[src/rtl/operand_issue_stage.sv]
// -----------------------------------------------------------------------------
// operand_issue_stage
//
// ID/EX pipeline register sitting directly behind the register file. Each cycle
// it resolves the two source operands (MEM bypass, then WB bypass, then the
// register-file read ports), selects the immediate for operand B when asked,
// and registers operands plus control for the execute stage. A load in EX whose
// destination is read by the decode slot forces a single bubble and holds decode.
//
// Ports
//   clk, rst_n                       clock, asynchronous active-low reset
//   id_valid / id_ready              decode slot handshake (ready=0 -> decode holds)
//   id_rs, id_rt, id_rd              source/destination addresses
//   id_uses_rs, id_uses_rt           instruction really reads rs / rt
//   id_dataA, id_dataB               register-file read data for rs / rt
//   id_imm, id_use_imm               immediate and operand-B select
//   id_alu_op                        ALU operation
//   id_reg_write/mem_read/mem_write  decoded control bits
//   mem_reg_write, mem_rd, mem_result   MEM-stage bypass source
//   wb_reg_write, wb_rd, wb_data        WB-stage bypass source (register-file write)
//   ex_stall                         hold the EX register
//   flush                            squash decode and EX contents
//   ex_*                             registered operands and control for execute
//   bubble_count                     saturating count of load-use bubbles
// -----------------------------------------------------------------------------
module operand_issue_stage #(
    parameter int DW  = 32,
    parameter int AW  = 5,
    parameter int OPW = 4,
    parameter int CW  = 16
) (
    input  logic           clk,
    input  logic           rst_n,

    input  logic           id_valid,
    output logic           id_ready,
    input  logic [AW-1:0]  id_rs,
    input  logic [AW-1:0]  id_rt,
    input  logic [AW-1:0]  id_rd,
    input  logic           id_uses_rs,
    input  logic           id_uses_rt,
    input  logic [DW-1:0]  id_dataA,
    input  logic [DW-1:0]  id_dataB,
    input  logic [DW-1:0]  id_imm,
    input  logic           id_use_imm,
    input  logic [OPW-1:0] id_alu_op,
    input  logic           id_reg_write,
    input  logic           id_mem_read,
    input  logic           id_mem_write,

    input  logic           mem_reg_write,
    input  logic [AW-1:0]  mem_rd,
    input  logic [DW-1:0]  mem_result,

    input  logic           wb_reg_write,
    input  logic [AW-1:0]  wb_rd,
    input  logic [DW-1:0]  wb_data,

    input  logic           ex_stall,
    input  logic           flush,

    output logic           ex_valid,
    output logic [DW-1:0]  ex_opA,
    output logic [DW-1:0]  ex_opB,
    output logic [DW-1:0]  ex_store_data,
    output logic [AW-1:0]  ex_rd,
    output logic [OPW-1:0] ex_alu_op,
    output logic           ex_reg_write,
    output logic           ex_mem_read,
    output logic           ex_mem_write,
    output logic [CW-1:0]  bubble_count
);

    // MEM result is younger than WB data, so it wins. The register file only
    // commits at the clock edge, so a same-cycle WB write must be bypassed too.
    // Address 0 is an ordinary register and gets no special treatment.
    function automatic logic [DW-1:0] f_resolve(
        input logic [AW-1:0] addr,
        input logic [DW-1:0] rf_data,
        input logic          m_we,
        input logic [AW-1:0] m_rd,
        input logic [DW-1:0] m_data,
        input logic          w_we,
        input logic [AW-1:0] w_rd,
        input logic [DW-1:0] w_dat
    );
        if (m_we && (m_rd == addr))
            return m_data;
        else if (w_we && (w_rd == addr))
            return w_dat;
        else
            return rf_data;
    endfunction

    function automatic logic [CW-1:0] f_sat_inc(input logic [CW-1:0] val);
        if (&val)
            return val;
        else
            return val + 1'b1;
    endfunction

    logic           r_ex_valid;
    logic [DW-1:0]  r_ex_opA;
    logic [DW-1:0]  r_ex_opB;
    logic [DW-1:0]  r_ex_store_data;
    logic [AW-1:0]  r_ex_rd;
    logic [OPW-1:0] r_ex_alu_op;
    logic           r_ex_reg_write;
    logic           r_ex_mem_read;
    logic           r_ex_mem_write;
    logic [CW-1:0]  r_bubble_count;

    logic           w_load_use;
    logic [DW-1:0]  w_rs_val;
    logic [DW-1:0]  w_rt_val;
    logic [DW-1:0]  w_opB;

    // Load data is never available out of EX, so any consumer of an in-flight
    // load must wait one cycle. Only address/control terms feed this.
    assign w_load_use = r_ex_valid && r_ex_mem_read && id_valid &&
                        ((id_uses_rs && (r_ex_rd == id_rs)) ||
                         (id_uses_rt && (r_ex_rd == id_rt)));

    // Flush discards the decode slot, so decode may advance even if a hazard
    // exists; a stall blocks everything.
    assign id_ready = !ex_stall && (flush || !w_load_use);

    assign w_rs_val = f_resolve(id_rs, id_dataA, mem_reg_write, mem_rd, mem_result,
                                wb_reg_write, wb_rd, wb_data);
    assign w_rt_val = f_resolve(id_rt, id_dataB, mem_reg_write, mem_rd, mem_result,
                                wb_reg_write, wb_rd, wb_data);
    assign w_opB    = id_use_imm ? id_imm : w_rt_val;

    always_ff @(posedge clk or negedge rst_n) begin
        if (!rst_n) begin
            r_ex_valid      <= 1'b0;
            r_ex_opA        <= '0;
            r_ex_opB        <= '0;
            r_ex_store_data <= '0;
            r_ex_rd         <= '0;
            r_ex_alu_op     <= '0;
            r_ex_reg_write  <= 1'b0;
            r_ex_mem_read   <= 1'b0;
            r_ex_mem_write  <= 1'b0;
            r_bubble_count  <= '0;
        end else if (ex_stall) begin
            // Hold everything; a pending flush is re-presented after the stall.
            r_ex_valid <= r_ex_valid;
        end else if (flush || w_load_use) begin
            r_ex_valid      <= 1'b0;
            r_ex_opA        <= '0;
            r_ex_opB        <= '0;
            r_ex_store_data <= '0;
            r_ex_rd         <= '0;
            r_ex_alu_op     <= '0;
            r_ex_reg_write  <= 1'b0;
            r_ex_mem_read   <= 1'b0;
            r_ex_mem_write  <= 1'b0;
            if (!flush)
                r_bubble_count <= f_sat_inc(r_bubble_count);
        end else begin
            r_ex_valid      <= id_valid;
            r_ex_opA        <= w_rs_val;
            r_ex_opB        <= w_opB;
            r_ex_store_data <= w_rt_val;
            r_ex_rd         <= id_rd;
            r_ex_alu_op     <= id_alu_op;
            r_ex_reg_write  <= id_reg_write && id_valid;
            r_ex_mem_read   <= id_mem_read  && id_valid;
            r_ex_mem_write  <= id_mem_write && id_valid;
        end
    end

    assign ex_valid      = r_ex_valid;
    assign ex_opA        = r_ex_opA;
    assign ex_opB        = r_ex_opB;
    assign ex_store_data = r_ex_store_data;
    assign ex_rd         = r_ex_rd;
    assign ex_alu_op     = r_ex_alu_op;
    assign ex_reg_write  = r_ex_reg_write;
    assign ex_mem_read   = r_ex_mem_read;
    assign ex_mem_write  = r_ex_mem_write;
    assign bubble_count  = r_bubble_count;

endmodule

[config.mk]
export PLATFORM = sky130hd
export DESIGN_NAME = operand_issue_stage
export DESIGN_NICKNAME = d
export VERILOG_FILES = /design/src/rtl/operand_issue_stage.sv
export SDC_FILE = /design/constraint.sdc
export NUM_CORES = 1
export LEC_CHECK = 0
export CAP_MARGIN = 40
export CORE_UTILIZATION = 30
export CTS_CLUSTER_SIZE = 24
export DETAILED_ROUTE_END_ITERATION = 8
export PLACE_DENSITY_LB_ADDON = 0.15
export SYNTH_ARGS = -nofsm -noshare
export SYNTH_HDL_FRONTEND = slang
export SYNTH_SLANG_ARGS = --single-unit
[constraint.sdc]
create_clock -name clk -period 2.9 [get_ports clk]
set_clock_uncertainty 0.15 [all_clocks]
set_input_delay 0.58 -clock clk [delete_from_list [all_inputs] [get_ports clk]]
set_output_delay 0.58 -clock clk [all_outputs]
set_load 0.02 [all_outputs]
# Yosys cells after proc, flatten, opt, wreduce, memory -nomap -nowiden

Index checks and enable logic that the tools add are counted.

Add/subtract/negate cells: 1
Equality and inequality tests: 6
Multiplexer cells: 14
Bitwise operators: 3
Reductions and logical operators: 20

Operators with widths:

| cell                                           | number |
|---|---|
| 2-to-1 mux 32 bit                              | 8 |
| == test 5 bit                                  | 6 |
| adder 16 x 1 -> 16 bit (second input constant) | 1 |
| AND reduction 16 bit                           | 1 |
| logical AND 1 bit                              | 13 |
| 2-to-1 mux 5 bit                               | 1 |
| 2-to-1 mux 1 bit                               | 4 |
| 2-to-1 mux 4 bit                               | 1 |
| AND reduction 4 bit                            | 1 |
| logical OR 1 bit                               | 3 |
| NOT 1 bit                                      | 3 |
| logical NOT 1 bit                              | 2 |

Register bits after elaboration: 125
Input bits: 202
Output and inout bits: 126
Word-level logic and storage cells: 54

# Logic depth before layout (Yosys ltp)

Word-level depth: 7
Depth in mapped cells: 7
Gate-level depth less buffers: 6

# Worst setup path after synthesis

Ideal clock, no wire load.

Kind: input to output
Start: input ex_stall
End: output id_ready
Data arrival time: 1.485 ns
Data required time: 2.170 ns
Path slack: 0.685 ns
Stages on the path: 4
Path buffers: 3
Cell sequence: clkbuf_1 > clkbuf_1 > clkbuf_1 > nor2_1

Word-level cells in the longest chain between the ends: 2

RTL lines:

| item              | line | source |
|---|---|---|
| from (decl)       | 59   | `input logic ex_stall,` |
| logical NOT 1 bit | 126  | `assign id_ready = !ex_stall && (flush \|\| !w_load_use);` |
| logical AND 1 bit | 126  |  |
| to (decl)         | 36   | `output logic id_ready,` |

Every way passes these cells.

# Worst setup path after layout

Start: input id_rs[1]
End: output id_ready

Word-level cells in the longest chain between the ends: 7

RTL lines:

| item              | line | source |
|---|---|---|
| from (decl)       | 37   | `input logic [AW-1:0] id_rs,` |
| == test 5 bit     | 121  | `((id_uses_rs && (r_ex_rd == id_rs)) \|\|` |
| logical AND 1 bit | 121  |  |
| logical OR 1 bit  | 121  |  |
| logical AND 1 bit | 120  | `assign w_load_use = r_ex_valid && r_ex_mem_read && id_valid &&` |
| logical NOT 1 bit | 126  |  |
| logical OR 1 bit  | 126  |  |
| logical AND 1 bit | 126  |  |

Every way passes these cells.

==> results.md <==
Floorplan:
- The die is 155 um tall.
- The initial standard-cell utilization of the core is 30.7%.
- The standard-cell row count is 55.
- The die is 155 um wide.
- The die covers 0.0240 mm^2.
- After floorplanning, the core was sized to cover 0.0228 mm^2.
- The number of I/O pins is 328.

Clocking:
- The CTS tree is done.
- After clock tree synthesis, the clock-pin slew on the worst setup and hold paths is 60 ps.
- The number of levels the H-tree was split into is 4.
- Clock tree synthesis selected as its root buffer the cell clkbuf_16.
- The number of buffers added by the clock tree synthesis step is 17.
- The clock reaches the later pin of the worst-skew pair after 420 ps.
- Clock tree synthesis found a total of 125 sinks.
- The largest buffer count on any clock path is 2.

Routing:
- The total met3 wirelength after detailed routing is 2.44 mm.
- The top metal layer carrying routed signals is met5.
- The wire length on met1 is 12.7 mm.
- The detailed router's first-iteration violation count is 500.
- After detailed routing, the number of remaining DRC violations is 0.
- The via count normalized by instance count is 5.45.
- Summed over all layers, the routed wires come to 30.3 mm.
- The count of nets left with antenna violations once routing finished came out at 0.
- The routed length per instance is 21.8 um.
- The total iterations of the first detailed-routing run is 4.
- The total length of routed met2 wires is 14.4 mm.
- The via count is 7,597.

Place:
- The number of buffer cells added on primary ports is 327.
- The placed wire-length estimate after detailed placement is 21.6 mm.
- The routability congestion estimate is 0.853.
- The placement-stage worst setup slack is -331 ps.

Yosys:
- The commonest cells after synthesis are dfrtp_1, nor2_1, clkbuf_1.
- A synthesized cell averages 9.67 um^2.
- Yosys printed 0 warnings.
- The net count after synthesis is 927.
- The top cell type by total area after synthesis is dfrtp_1.
- The distinct cell type count of the synthesized netlist is 43.
- The most instantiated flip-flop cell in the synthesis netlist is dfrtp_1.
- The sequential element share of the synthesized area is 44.7%.
- Of all flip-flops after synthesis, the portion carrying an async set or reset was 100%.
- After synthesis, the cell types taking the most area are dfrtp_1, a32o_1, a22o_1.
- The synthesized flop and latch total is 125.
- The number of enable-type register cells in the synthesized netlist is 0.
- The number of instances in the synthesized netlist is 724.
- The synthesized netlist occupies a cell area of 0.00700 mm^2.
- The top cell type by area accounts for 44.7% of the synthesized area.
- The most common cell in the synthesized netlist is dfrtp_1.

Setup path:
- The arrival time reported for the critical path endpoint is 2120 ps.
- By startpoint and endpoint, the worst setup path is classified as in2out.
- Data on the critical path is required at its endpoint by 2170 ps.
- The critical path starts at id_rs[1].
- STA classifies the critical path endpoint as a primary output.
- The critical path ends at id_ready.
- The worst register-to-register path begins at ex_rd[2].
- In this run the critical register-to-register path is captured at bubble_count[1].
- In this run the worst path has a maximum fanout of 2.
- STA classifies the critical path startpoint as an input port.
- Across all register-to-register paths, the minimum setup slack is 360 ps.
- The depth of the worst register-to-register path is 8.

GRT:
- Global routing consumed, over all layers together, 25.2% of the routing resources.
- The number of global-route vias before repair is 7,837.
- For this run the aggregate overflow at the end of global routing stands at 0.
- The first global-routing pass estimated 45.8 mm of wire.
- The largest net degree at the start of global routing is 63.
- The number of antenna violations at the first check in global routing came to 1.

STA:
- The smallest setup slack after layout is 53.1 ps.
- The actual transition at the worst max-transition pin is 661 ps.
- The worst slew margin relative to its limit is 55.8%.
- Setup violations remaining at the end of the flow were counted as 0.
- The number of endpoints with negative hold slack in the final report is 0.
- The fmax is 351 MHz.
- The max-slew violation count is 0.
- The routed design could run at a clock period as short as 2850 ps.
- Hold timing on the final database bottoms out at a slack of 339 ps.
- The final worst-path cycle share is 98.2%.

Layout:
- Summing all multi-input logic gate instances after layout gives 0.00357 mm^2.
- The post-route netlist has 11.1% of its cells at a drive strength greater than 1.
- Across the whole layout, storage elements account for 0.00313 mm^2.
- The count of fill cells added during filler insertion is 2,115.
- The post-layout net count is 1,271.
- From synthesis to final layout, the design area changed by 66.2%.
- Cells fill 51.1% of the core in the end.
- 0 antenna diodes ended up in the layout.

Power:
- The total power density per cell area is 478 mW/mm^2.
- The total design power is 5.56 mW.
- The static leakage is 4.75 nW.
- The worst-case vdd ir drop is 0.000341 V.

Run status:
- The flow ran to the end, and the final reports show no timing, DRC or antenna violations.

Flow run:
- Across the run, the number of max-cap violations was 0.

Worst hold path:
- In this run the worst hold path is classified as reg2reg.
==> worst max-delay path: stages <==
cell and delay [ps]:
clkdlybuf4s50_1 510, xnor2_1 130, nand4_1 180, or2_2 350
a21oi_1 150, nor2_1 60, buf_2 160
==> layout by cell type, fill, tap and decap left out, types with 7 or more instances in the layout <==
cell type        synthesis  routed
a211o_1                 32      32
a221o_1                 29      29
nand3_1                 40      40
xor2_1                  10      10
a32o_1                  36      36
buf_12                   0      10
nand2_1                 46      46
o21ai_0                 16      16
a22o_1                  39      39
inv_1                    7       7
a32oi_1                 29      29
clkbuf_16                0      17
clkdlybuf4s50_1          0     323
nand4_1                 41      41
o21ai_1                 18      18
and2_1                  29      29
xnor2_1                 33      32
nor2_1                  71      69
buf_4                    0      62
dfrtp_1                125     125
==> registers in the layout (all words and copies together), names as in the netlist <==
register / flops
ex_store_data: 32
ex_alu_op: 4
ex_opB: 32
ex_rd: 5
ex_mem_write: 1
bubble_count: 16
ex_valid: 1
ex_reg_write: 1
ex_opA: 32
ex_mem_read: 1
==> metrics by stage <==
step | std cells | setup TNS (ps) | area, um^2
floorplan | 724 | 0 | 7000
global placement | 1359 | -578 | 11000
detailed placement | 1359 | -1460 | 11000
CTS | 1393 | 0 | 11600
global route | 1394 | -17.5 | 11600
finish | 1394 | 0 | 11600
==> area by class of cell <==
| type | instances | area share [%] |
|---|---|---|
| multi-input combinational | 517 | 30.7 |
| clock inverter | 14 | 1.29 |
| clock buffer | 18 | 3.77 |
| sequential | 125 | 26.9 |
| tap | 313 | 3.36 |
| inverter | 8 | 0.258 |
| timing repair buffer | 399 | 33.8 |
==> logic make-up after synthesis <==
| group | after synthesis | share of synthesized area [%] |
|---|---|---|
| AOI/OAI and AO/OA | 210 | 25.5 |
| xor gates and xnor gates | 44 | 5.61 |
| and+or+nand+nor | 261 | 18.8 |
| DFF | 125 | 44.7 |
| buffers and inverters | 82 | 5.04 |
| adders and majority gates | 1 | 0.179 |
| muxes | 1 | 0.161 |
==> how the worst min path moves through the flow <==
stage          startpoint               to  slack [ps]  cells after the start
6_report       ex_opA[12]       ex_opA[12]         340                      1
5_1_grt        ex_opA[17]       ex_opA[17]         360                      1
4_1_cts        ex_opA[12]       ex_opA[12]         340                      1
3_5_place_dp   ex_opA[23]       ex_opA[23]         330                      1
3_3_place_gp   ex_opA[23]       ex_opA[23]         320                      1
2_1_floorplan       rst_n  bubble_count[0]         130                      0
==> where the power goes <==
group | internal [mW] | switching [mW]
clock network | 1.24 | 0.924
registers | 1.88 | 0.0844
logic | 0.748 | 0.687
==> layer usage <==
metal  track usage (%)  up-vias
met1              31.4     3711
met4              9.01        2
met5                 0        -
met2              41.5      367
li1                  -     3471
met3              7.23       46
==> what timing repair did <==
item	CTS	global route
pin swaps	2	1
hold buffers	1	0
buffers inserted	1	1
endpoints found under the setup margin	1	1
gates resized for setup	4	0
endpoints found under the hold margin	45	0
Note: power is estimated with default switching activity, not from simulation.
